File: src/rtl/seq_ctrl.sv
// seq_ctrl: multi-cycle J17 instruction sequencer and stack-pointer owner.
// Define SEQ_RETIRE_COUNT_EN to add the 32-bit retired-instruction counter.
module seq_ctrl #(
  parameter int SP_W        = 8,
  parameter int STACK_DEPTH = 256
) (
  input  logic            clock,
  input  logic            reset,
  input  logic            imem_ready,
  output logic            imem_req,
  output logic            ir_load,
  input  logic [5:0]      opcode,
  input  logic            branch_taken,
  input  logic            dmem_ready,
  output logic            dmem_req,
  output logic            dmem_we,
  output logic [SP_W-1:0] dmem_addr,
  output logic            pc_inc,
  output logic            pc_load,
  output logic            reg_we,
  output logic [SP_W-1:0] sp,
  output logic            halted,
  output logic [1:0]      fault
`ifdef SEQ_RETIRE_COUNT_EN
  ,
  output logic [31:0]     retired
`endif
);
  localparam logic [2:0] S_FETCH  = 3'd0;
  localparam logic [2:0] S_DECODE = 3'd1;
  localparam logic [2:0] S_EXEC   = 3'd2;
  localparam logic [2:0] S_MEM    = 3'd3;
  localparam logic [2:0] S_HALT   = 3'd4;
  logic [2:0]  r_state;
  // One spare bit so a completely full stack (STACK_DEPTH == 2^SP_W) is representable.
  logic [SP_W:0] r_sp;
  logic        r_halted;
  logic [1:0]  r_fault;
  logic w_wr_op, w_nop, w_jmp, w_jcc, w_hlt, w_push, w_pop, w_ill, w_full, w_empty;
  logic w_fetch, w_exec, w_mem, w_mem_done, w_stop;
  assign w_wr_op = (opcode <= 6'd14) || (opcode == 6'd24) || (opcode == 6'd29);
  assign w_jmp   = opcode == 6'd15;
  assign w_jcc   = (opcode >= 6'd16) && (opcode <= 6'd23);
  assign w_nop   = opcode == 6'd25;
  assign w_hlt   = opcode == 6'd26;
  assign w_push  = opcode == 6'd27;
  assign w_pop   = opcode == 6'd28;
  assign w_ill   = opcode >= 6'd30;
  assign w_full  = r_sp == (SP_W+1)'(STACK_DEPTH);
  assign w_empty = r_sp == '0;
  assign w_stop  = w_hlt || w_ill || (w_push && w_full) || (w_pop && w_empty);
  assign w_fetch    = !reset && (r_state == S_FETCH);
  assign w_exec     = !reset && (r_state == S_EXEC);
  assign w_mem      = !reset && (r_state == S_MEM);
  assign w_mem_done = w_mem && dmem_ready;
  assign imem_req  = w_fetch;
  assign ir_load   = w_fetch && imem_ready;
  assign dmem_req  = w_mem;
  assign dmem_we   = w_mem && w_push;
  assign dmem_addr = w_push ? r_sp[SP_W-1:0] : r_sp[SP_W-1:0] - 1'b1;
  assign reg_we    = (w_exec && w_wr_op) || (w_mem_done && w_pop);
  assign pc_inc    = (w_exec && (w_wr_op || w_nop || (w_jcc && !branch_taken))) || w_mem_done;
  assign pc_load   = w_exec && (w_jmp || (w_jcc && branch_taken));
  assign sp        = r_sp[SP_W-1:0];
  assign halted    = r_halted;
  assign fault     = r_fault;
  always_ff @(posedge clock) begin
    if (reset) begin
      r_state  <= S_FETCH;
      r_sp     <= '0;
      r_halted <= 1'b0;
      r_fault  <= 2'b00;
    end else begin
      case (r_state)
        S_FETCH:  r_state <= imem_ready ? S_DECODE : S_FETCH;
        S_DECODE: r_state <= S_EXEC;
        S_EXEC: begin
          if (w_stop) begin
            r_state  <= S_HALT;
            r_halted <= 1'b1;
            r_fault  <= w_ill ? 2'b11 : w_hlt ? 2'b00 : w_push ? 2'b01 : 2'b10;
          end else begin
            r_state <= (w_push || w_pop) ? S_MEM : S_FETCH;
          end
        end
        S_MEM: begin
          if (dmem_ready) begin
            r_sp    <= w_push ? r_sp + 1'b1 : r_sp - 1'b1;
            r_state <= S_FETCH;
          end
        end
        S_HALT:  r_state <= S_HALT;
        default: r_state <= S_FETCH;
      endcase
    end
  end
`ifdef SEQ_RETIRE_COUNT_EN
  logic [31:0] r_retired;
  assign retired = r_retired;
  always_ff @(posedge clock) begin
    if (reset) r_retired <= '0;
    else if (pc_inc || pc_load) r_retired <= r_retired + 32'd1;
  end
`endif
endmodule

File: config.mk
export PLATFORM = sky130hd
export DESIGN_NAME = seq_ctrl
export DESIGN_NICKNAME = d
export VERILOG_FILES = /design/src/rtl/seq_ctrl.sv
export SDC_FILE = /design/constraint.sdc
export NUM_CORES = 1
export LEC_CHECK = 0
export BUFFER_PORTS_ARGS = -buffer_cell sky130_fd_sc_hd__buf_4
export CORE_ASPECT_RATIO = 0.7
export CORE_MARGIN = 8
export CORE_UTILIZATION = 35
export CTS_CLUSTER_DIAMETER = 60
export DETAILED_ROUTE_END_ITERATION = 6
export PLACE_DENSITY = 0.68
export REMOVE_ABC_BUFFERS = 1
export SLEW_MARGIN = 30
export SYNTH_ARGS = -nofsm -noshare
export SYNTH_HDL_FRONTEND = slang
export SYNTH_SLANG_ARGS = --single-unit
File: constraint.sdc
create_clock -name clock -period 2.3 [get_ports clock]
set_input_delay 0.23 -clock clock [delete_from_list [all_inputs] [get_ports clock]]
set_output_delay 0.23 -clock clock [all_outputs]
set_load 0.01 [all_outputs]
# Word-level counts from Yosys, hierarchy flattened
# Index checks and enable logic that the tools add are counted.
[word_totals]
reg_bits = 15
[op_classes]
addsub = 3
magnitude_cmp = 4
eq_ne = 13
n_mux = 10
n_reduce_logical = 32
[ops]
columns = ["operator", "n"]
rows = [
  ["equality test 6 x 5 -> 1 bit, second input constant", 6],
  ["logical AND 1 bit", 15],
  ["one-hot mux 3 bit (5 select lines)", 1],
  ["greater-or-equal comparator 6 x 5 -> 1 bit, second input constant", 2],
  ["logical OR 1 bit", 11],
  ["adder 9 x 1 -> 9 bit, second input constant", 1],
  ["equality test 9 bit, second input constant", 1],
  ["zero test 9 bit", 1],
  ["2-to-1 mux 9 bit", 1],
  ["subtractor 9 x 1 -> 9 bit, second input constant", 1],
  ["2-to-1 mux 2 bit", 4],
  ["2-to-1 mux 8 bit", 1],
  ["subtractor 8 x 1 -> 8 bit, second input constant", 1],
  ["equality test 3 x 2 -> 1 bit, second input constant", 2],
  ["equality test 6 x 4 -> 1 bit, second input constant", 1],
  ["<= comparator 6 x 4 -> 1 bit, second input constant", 1],
  ["<= comparator 6 x 5 -> 1 bit, second input constant", 1],
  ["2-to-1 mux 3 bit", 2],
  ["AND reduction 2 bit", 2],
  ["equality test 3 x 1 -> 1 bit, second input constant", 1],
  ["equality test 3 bit, second input constant", 1],
  ["zero test 3 bit", 1],
  ["zero test 1 bit", 2],
  ["!= test 2 bit, second input constant", 1],
  ["2-to-1 mux 1 bit", 1],
]

# Longest topological paths before layout
# Gate-level depths: netlist (run 1).
[logic_depth]
word_depth = 7
mapped_depth = 9
depth_no_buf = 9

# Least setup slack after synthesis (run 1)
# Ideal clock, no wire load.
[synth_timing]
path_kind = "input -> register"
start = "input opcode[5]"
end = "register r_sp[8]"
setup_ns = 0.121
arrival_ns = 2.233
setup_slack_ns = -0.054
stages = 8
path_buffers = 0
cell_sequence = "and4bb_4 -> nand3_4 -> ha_1 -> a21o_1 -> or3_1 -> o22ai_2 -> mux2i_1 -> mux2_2"
[synth_via]
elab_chain_cells = 2
[synth_lines]
columns = ["element", "line", "text"]
rows = [
  ["from (decl)", "12", "input logic [5:0] opcode,"],
  ["equality test 6 x 5 -> 1 bit", "46", "assign w_push = opcode == 6'd27;"],
  ["2-to-1 mux 9 bit", "88", "r_sp <= w_push ? r_sp + 1'b1 : r_sp - 1'b1;"],
  ["to (signal assigned)", "88", ""],
  ["to (decl)", "36", "logic [SP_W:0] r_sp;"],
]
# Every way passes these cells.
# A chain may end at the register's enable or synchronous reset.

# Worst setup path after layout (run 1)
[layout_timing]
start = "input opcode[5]"
end = "register r_sp[7]"
# The elaborated chain is that of the path after synthesis.

==> results of run 1 <==
worst max-delay path: stages:
cell and delay [ns]:
buf_4 0.11, and4bb_4 0.35, nand3_4 0.12, ha_1 0.31
a211oi_1 0.38, o21bai_1 0.20, a221oi_2 0.29, nor4_1 0.08
a211o_1 0.23
worst max-delay path by stage:
stage	from	endpoint	slack (ns)	cells after the start
2_1_floorplan	opcode[5]	r_sp[8]	-0.05	8
3_3_place_gp	opcode[5]	r_sp[8]	-0.09	9
3_5_place_dp	opcode[5]	r_sp[7]	-0.12	9
4_1_cts	opcode[5]	r_sp[7]	0.13	9
5_1_grt	opcode[5]	r_sp[7]	0.02	9
6_report	opcode[5]	r_sp[7]	0.15	9
power by group:
part	switching (mW)	total, mW	internal (mW)
Combinational	0.0718	0.147	0.0757
Sequential	0.00737	0.273	0.266
Clock	0.110	0.232	0.122
metrics by stage:
stage | setup slack [ns] | setup TNS (ns) | cells | utilization, % | area [um^2]
after detailed placement | -0.117 | -0.270 | 260 | 46.4 | 1800
after global routing | 0.0241 | 0 | 264 | 47.8 | 1850
after floorplan | -0.0522 | -0.0522 | 152 | - | 1310
after CTS | 0.134 | 0 | 264 | 47.6 | 1850
final | 0.148 | 0 | 264 | 47.8 | 1850
after global placement | -0.0925 | -0.201 | 260 | 46.4 | 1800
flip-flops by register name, summed over array words and instances, names as in the netlist:
register  cells
fault         2
halted        1
r_sp          9
r_state       3
area by class of cell:
type | instances | area, um^2 | area share, %
clock buffers | 3 | 41.3 | 2.23
clock inverters | 1 | 7.51 | 0.405
inverters | 4 | 15.0 | 0.811
multi-input cells | 133 | 1000 | 54.1
flip-flops and latches | 15 | 300 | 16.2
well taps | 52 | 65.1 | 3.51
repair buffers | 56 | 420 | 22.7
cells in the mapped netlist (2+ instances only):
master,instances
nand3_1,3
nor4_1,2
nand3b_1,2
inv_1,4
nor3_1,6
nor2_1,13
a21oi_1,12
and3_1,2
dfxtp_1,15
or3_1,3
o21ai_0,5
xnor2_1,5
o31ai_1,2
xor2_1,2
nor2b_1,6
and2_1,2
o21a_1,2
a211oi_1,3
clkbuf_1,3
a21o_1,2
nor3b_1,3
ha_1,9
buf_4,8
buf_2,3
nand2_1,13
nand4_1,2
and4bb_2,2
a211o_1,2
layer usage:
| metal | share of wire, % | global-route usage, % |
|---|---|---|
| met5 | 0 | 0 |
| met4 | 0.44 | 2.43 |
| met3 | 7.9 | 3.89 |
| met2 | 40 | 18.4 |
| met1 | 52 | 18.0 |
logic make-up (layout without fill, tap and decap cells):
family / Yosys count / after routing / share of synthesized area (%)
buf+inv: 19 / 64 / 7.58
fa+ha+maj: 10 / 10 / 9.46
flops: 15 / 15 / 21.4
simple gates: 73 / 73 / 34.0
xor+xnor: 8 / 8 / 5.53
compound gates: 40 / 40 / 20.5
mux: 2 / 2 / 1.52
==> out/results.ini, run 1 <==
[hold_path]
hold_depth = 3
min_to = r_state[0]
hold_path_class = primary input to flop
hold_start = imem_ready

[clock_network]
ctsResizeCount = 0
clk_pin_slew_worst_paths_ns = 0.07
cts_tree = built
clkLatencyLatePin_ns = 0.26
cts_setup_buffers = 0
numClockSinks = 15
postCtsHoldBufs = 0
clockBufferDepth = 2
cts_root_buffer = clkbuf_8
cts-buffers-inserted = 3
htreeDepth = 1

[floorplan]
dieArea_um2 = 6320
die_y_um = 69.0
fp.coreArea_um2 = 3870
fp.dieW_um = 91.7
io-pin-count = 37
initial_core_util_pct = 36.2
rows = 19

[place]
gp_congestion = 0.854
io_buffers = 36
place_hpwl_mm = 3.00

[power_and_ir_drop]
power.density_nw_per_um2 = 352
peakVddDrop_mv = 0.258
total_power_mw = 0.653
leakage_nw = 0.817

[sta]
fin_crit_ns = 2.15
slew_headroom_pct = 68.9
fmax_mhz = 465
hold_violations = 0
tightest_slew_ns = 0.466
post-route-period-util_pct = 93.6
rsz0062_at_grt = no
skew_ns = 0.00867
maxSlewViolCount = 0
setup_violations = 0
fin_hold_ws_ns = 0.298

[drt]
detail-route-antenna-nets = 0
drc = 0
firstDrtPassIters = 4
finalWirelength_mm = 3.87
num_vias = 1359
routed_via_density = 5.15
drt_iter0_drc = 72
wl_per_cell_um = 14.6

[synthesis]
netlist.area_leader.share_pct = 21.4
ys_ff_latch = 15
ys_types = 59
yosysSeqAreaShare_pct = 21.4
synthArstFlopShare_pct = 0
synth_area_um2 = 1400
yosysTopAreaCell = dfxtp_1
synthTopCellsByArea = dfxtp_1 (21%), ha_1 (8.0%), a21oi_1 (4.3%), buf_4 (4.3%), nand2_1 (3.5%)
synth.avg_cell_area_um2 = 8.40
synthCells = 167
synth_edf_count = 0
synth_ff_type = dfxtp_1
ys_warn_count = 0

[worst_setup_path]
required_ns = 2.44
start_kind = primary input
endpoint_kind = flop
r2r-start = r_sp[1]
arrival_ns = 2.30
rrSetupSlack_ns = 0.20
reg2reg_depth = 7
path_class = primary input to flop
r2r-end = r_sp[8]
path_max_fanout = 6

[finish]
nets = 234
insertedDiodeCount = 0
drive_gt1_share_pct = 35.8
area_growth_pct = 32.0
fillers = 388
layout_commonest_cell = buf_4
final_cell_mix = buf_4 (56), dfxtp_1 (15), nor2_1 (13), nand2_1 (13), a21oi_1 (12)

[global_routing]
grt-ovfl-total = 0
grt_usage_pct = 12.7
antenna_found_initial = 0
grt_pass1_wl_mm = 6.46
grt_pass1_vias = 1291
grt_max_degree = 24

[run]
drv_cap = 0

[run_status]
outcome = completed

Power figures use the tool's default switching activity.
==> run 2, diff against run 1 <==
clock period = 1.84 ns   (was 2.3 ns; I/O delays follow)
==> run 2 against run 1 <==
The flow now finishes with violations (setup timing). Sequential power up 25%. Core utilization up 12 points. Die area unchanged. Clock-buffer cell count unchanged. Via count up 13%. Sequential share of layout area down 3.1 points. Register-to-register slack worse by 0.30 ns. Largest power group unchanged.
==> out/results.ini, run 2 (synthesis gave the netlist of run 1 again) <==
[place]
io_buffers = 36
gp_congestion = 0.846
place_ws_ns = -0.586
placed_area_um2 = 1990
place_hpwl_mm = 3.25
dp.cells = 286

[sta]
setup_violations = 6
maxSlewViolCount = 0
setup_tns_ns = -0.885
rsz0062_at_grt = yes
tightest_slew_ns = 0.400
finalWorstSetupSlack_ns = -0.311
fmax_mhz = 465
post-route-period-util_pct = 117
fin_crit_ns = 2.15
skew_ns = 0.00232
hold_violations = 0
slew_headroom_pct = 73.1

[finish]
final_core_util_pct = 60.1
nets = 270
fillers = 325
largest_reg_flops = 9
largest-register = r_sp
finalNonFillerCells = 300
layout_commonest_cell = buf_4
multi_input_area_um2 = 1150
final_cell_mix = buf_4 (79), nor2_1 (13), buf_6 (13)
area_growth_pct = 65.9
insertedDiodeCount = 0
fin_area_um2 = 2330
regArea_um2 = 305
drive_gt1_share_pct = 56.5

[drt]
wl_met3_um = 241
drc = 0
num_vias = 1533
drt_iter0_drc = 94
top_layer_used = met4
wirelength_met1_mm = 2.26
finalWirelength_mm = 4.63
firstDrtPassIters = 4
wl_per_cell_um = 15.4
wl_met2_mm = 2.11
detail-route-antenna-nets = 0
routed_via_density = 5.11

[clock_network]
cts-buffers-inserted = 3
clkLatencyLatePin_ns = 0.26
cts_root_buffer = clkbuf_8
clockBufferDepth = 2
clk_pin_slew_worst_paths_ns = 0.07
htreeDepth = 1
numClockSinks = 15
postCtsHoldBufs = 0
cts_tree = built

[worst_setup_path]
path_max_fanout = 8
r2r-start = r_sp[5]
required_ns = 1.99
r2r-end = r_sp[8]
path_class = primary input to flop
rrSetupSlack_ns = -0.10
start_kind = primary input
arrival_ns = 2.30
reg2reg_depth = 6
endpoint_kind = flop

[floorplan]
fp.coreArea_um2 = 3870
die_y_um = 69.0
dieArea_um2 = 6320
rows = 19
io-pin-count = 37
initial_core_util_pct = 36.2
fp.dieW_um = 91.7

[hold_path]
min_to = r_state[0]
hold_depth = 3
hold_path_class = primary input to flop
hold_start = imem_ready

[global_routing]
grt_max_degree = 24
grt_usage_pct = 14.1
grt-ovfl-total = 0
antenna_found_initial = 0
grt_pass1_wl_mm = 7.16
grt_pass1_vias = 1466

[run_status]
outcome = finished, violations left
violations = setup timing

[power_and_ir_drop]
peakVddDrop_mv = 0.413
power.density_nw_per_um2 = 373
leakage_nw = 1.05

[run]
drv_cap = 0

==> run 2: critical path: stages <==
cell,delay (ns)
buf_6,0.09
and4bb_4,0.34
nand3_4,0.17
ha_4,0.27
a21o_1,0.18
or3_1,0.32
o22ai_2,0.13
mux2i_1,0.24
mux2_2,0.36
==> run 2: how the worst max path moves through the flow <==
stage / startpoint / endpoint / slack [ns] / cells past startpoint
floorplan: opcode[5] / r_sp[8] / -0.47 / 8
global placement: opcode[5] / r_sp[8] / -0.54 / 9
detailed placement: opcode[5] / r_sp[8] / -0.59 / 9
CTS: opcode[5] / r_sp[8] / -0.26 / 9
global route: opcode[5] / r_sp[8] / -0.34 / 9
finish: opcode[5] / r_sp[8] / -0.31 / 9
==> run 2: area by class of cell <==
cell class / instances / share of cell area, %
Multi-Input combinational cell: 133 / 49.6
Timing Repair Buffer: 92 / 31.8
Sequential cell: 15 / 13.1
Tap cell: 52 / 2.80
Clock buffer: 3 / 1.77
Inverter: 4 / 0.753
Clock inverter: 1 / 0.215
==> run 2: layer usage <==
| metal | global-route usage (%) | vias up |
|---|---|---|
| li1 | - | 776 |
| met1 | 18.8 | 716 |
| met2 | 22.5 | 37 |
| met3 | 3.78 | 4 |
| met4 | 3.25 | 0 |
| met5 | 0 | - |
==> run 2: what timing repair did <==
item	in CTS	in global routing
setup endpoints to repair	12	15
cloned	0	0
pin swaps	8	11
setup buffers	6	6
resized for setup	33	18
==> run 2: power breakdown <==
part           internal [mW]  leakage [nW]  switching (mW)  total, mW
Combinational          0.130         0.900           0.108      0.238
Clock                  0.151        0.0255           0.140      0.290
Sequential             0.332         0.123         0.00745      0.340
==> run 2: per-stage QoR <==
| step | power (mW) | hold slack [ns] |
|---|---|---|
| final | 0.868 | 0.258 |
| after global routing | 0.912 | 0.281 |
| after CTS | 0.858 | 0.251 |
| after detailed placement | 0.552 | 0.474 |
| after global placement | 0.549 | 0.457 |
| after floorplan | 0.437 | 0.253 |
==> run 3, diff against run 2 <==
SKIP_CTS_REPAIR_TIMING = 1   (was default)
==> run 3 against run 2 <==
The flow still finishes with violations (setup timing). Die area unchanged. Non-clock buffer count down 2. Combinational power down 2%. Clock-buffer cell count unchanged.
==> out/results.ini, run 3 (synthesis gave the netlist of run 1 again) <==
[run_status]
outcome = finished, violations left
violations = setup timing

[power_and_ir_drop]
peakVddDrop_mv = 0.410
leakage_nw = 1.04
power.density_nw_per_um2 = 375

[finish]
fin_area_um2 = 2290
layout_commonest_cell = buf_4
nets = 268
final_core_util_pct = 59.2
largest_reg_flops = 9
area_growth_pct = 63.5
insertedDiodeCount = 0
drive_gt1_share_pct = 55.3
final_cell_mix = buf_4 (80), nor2_1 (13), nand2_1 (13), dfxtp_1 (12), a21oi_1 (11)
largest-register = r_sp

[worst_setup_path]
r2r-start = r_sp[5]
cp_top_family = simple AND/OR/NAND/NOR gates
crit_start = opcode[5]
arrival_ns = 2.30
worstPathCellList = buf_6 > and4bb_4 > nand3_4 > ha_4 > a21o_1 > or3_1 > o22ai_2 > mux2i_1 > mux2_2
path_max_fanout = 8
crit_buf_inv = 1
required_ns = 1.99
reg2reg_depth = 6
endpoint_kind = flop
endpoint = r_sp[8]
slowest_delay_ns = 0.36
path_class = primary input to flop
crit_slowest_cell = mux2_2
rrSetupSlack_ns = -0.11
r2r-end = r_sp[8]
start_kind = primary input
crit_cells = 9

[sta]
hold_violations = 0
tightest_slew_ns = 0.401
slew_headroom_pct = 73.0
finalWorstSetupSlack_ns = -0.312
post-route-period-util_pct = 117
setup_violations = 6
rsz0062_at_grt = yes
skew_ns = 0.00173
fmax_mhz = 465
fin_crit_ns = 2.15
maxSlewViolCount = 0

[global_routing]
antenna_found_initial = 0
grt_max_degree = 24
grt-ovfl-total = 0
grt_pass1_vias = 1395
grt_pass1_wl_mm = 6.82
grt_usage_pct = 13.4

[clock_network]
clkLatencyLatePin_ns = 0.26
cts-buffers-inserted = 3
htreeDepth = 1
cts_root_buffer = clkbuf_8
clockBufferDepth = 2
clk_pin_slew_worst_paths_ns = 0.07
numClockSinks = 15
cts_tree = built

[place]
io_buffers = 36
placed_area_um2 = 1990
gp_congestion = 0.846
place_hpwl_mm = 3.25

[hold_path]
hold_path_class = primary input to flop
hold_start = imem_ready

[drt]
drc = 0
drt_iter0_drc = 77
detail-route-antenna-nets = 0
wl_per_cell_um = 15.3
finalWirelength_mm = 4.56
num_vias = 1525
firstDrtPassIters = 4
routed_via_density = 5.12

[floorplan]
fp.coreArea_um2 = 3870
die_y_um = 69.0
initial_core_util_pct = 36.2
dieArea_um2 = 6320
fp.dieW_um = 91.7
rows = 19
io-pin-count = 37

[run]
drv_cap = 0

==> run 3: cell types whose count changed in the layout (fill, tap and decap cells not counted), sizes merged <==
cell	change
buf	-2
==> run 3: cell type report <==
class / instances / area (um^2)
Tap cell: 52 / 65.1
Clock inverter: 1 / 5.00
Multi-Input combinational cell: 133 / 1150
Inverter: 4 / 17.5
Sequential cell: 15 / 304
Clock buffer: 3 / 41.3
Timing Repair Buffer: 90 / 713
Fill cell: 339 / 1580
==> run 3: metal layers <==
layer	routed length (um)	share of wire, %	vias up	global-route usage [%]
met3	197	4.3	8	3.78
met5	0	0	-	0
li1	-	-	767	-
met4	44	0.97	0	3.25
met1	2330	51	716	18.7
met2	1980	44	34	20.0
==> run 3: per-stage QoR <==
stage | instances | hold WS, ns | setup TNS, ns | power [mW] | setup WS [ns]
2_1_floorplan | 152 | 0.253 | -0.959 | 0.437 | -0.466
3_3_place_gp | 286 | 0.457 | -2.30 | 0.549 | -0.538
3_5_place_dp | 286 | 0.474 | -2.79 | 0.552 | -0.586
4_1_cts | 290 | 0.251 | -1.64 | 0.842 | -0.319
5_1_grt | 298 | 0.277 | -1.25 | 0.907 | -0.324
6_report | 298 | 0.259 | -0.834 | 0.861 | -0.312
==> run 3: worst min-delay path, cell delays in order <==
cell and delay [ns]:
buf_4 0.07, and2_1 0.12, or3_1 0.11
==> run 3: power breakdown <==
part	leakage [nW]	total (mW)	switching, mW	internal, mW
Clock	0.0255	0.288	0.137	0.151
Combinational	0.890	0.233	0.107	0.126
Sequential	0.123	0.340	0.00740	0.332
==> run 3: worst min path at each step <==
stage,to,slack (ns),cells past startpoint
floorplan,r_sp[3],0.25,1
global placement,halted,0.46,2
detailed placement,halted,0.47,2
CTS,r_state[0],0.25,3
global route,r_sp[2],0.28,2
finish,r_state[0],0.26,3
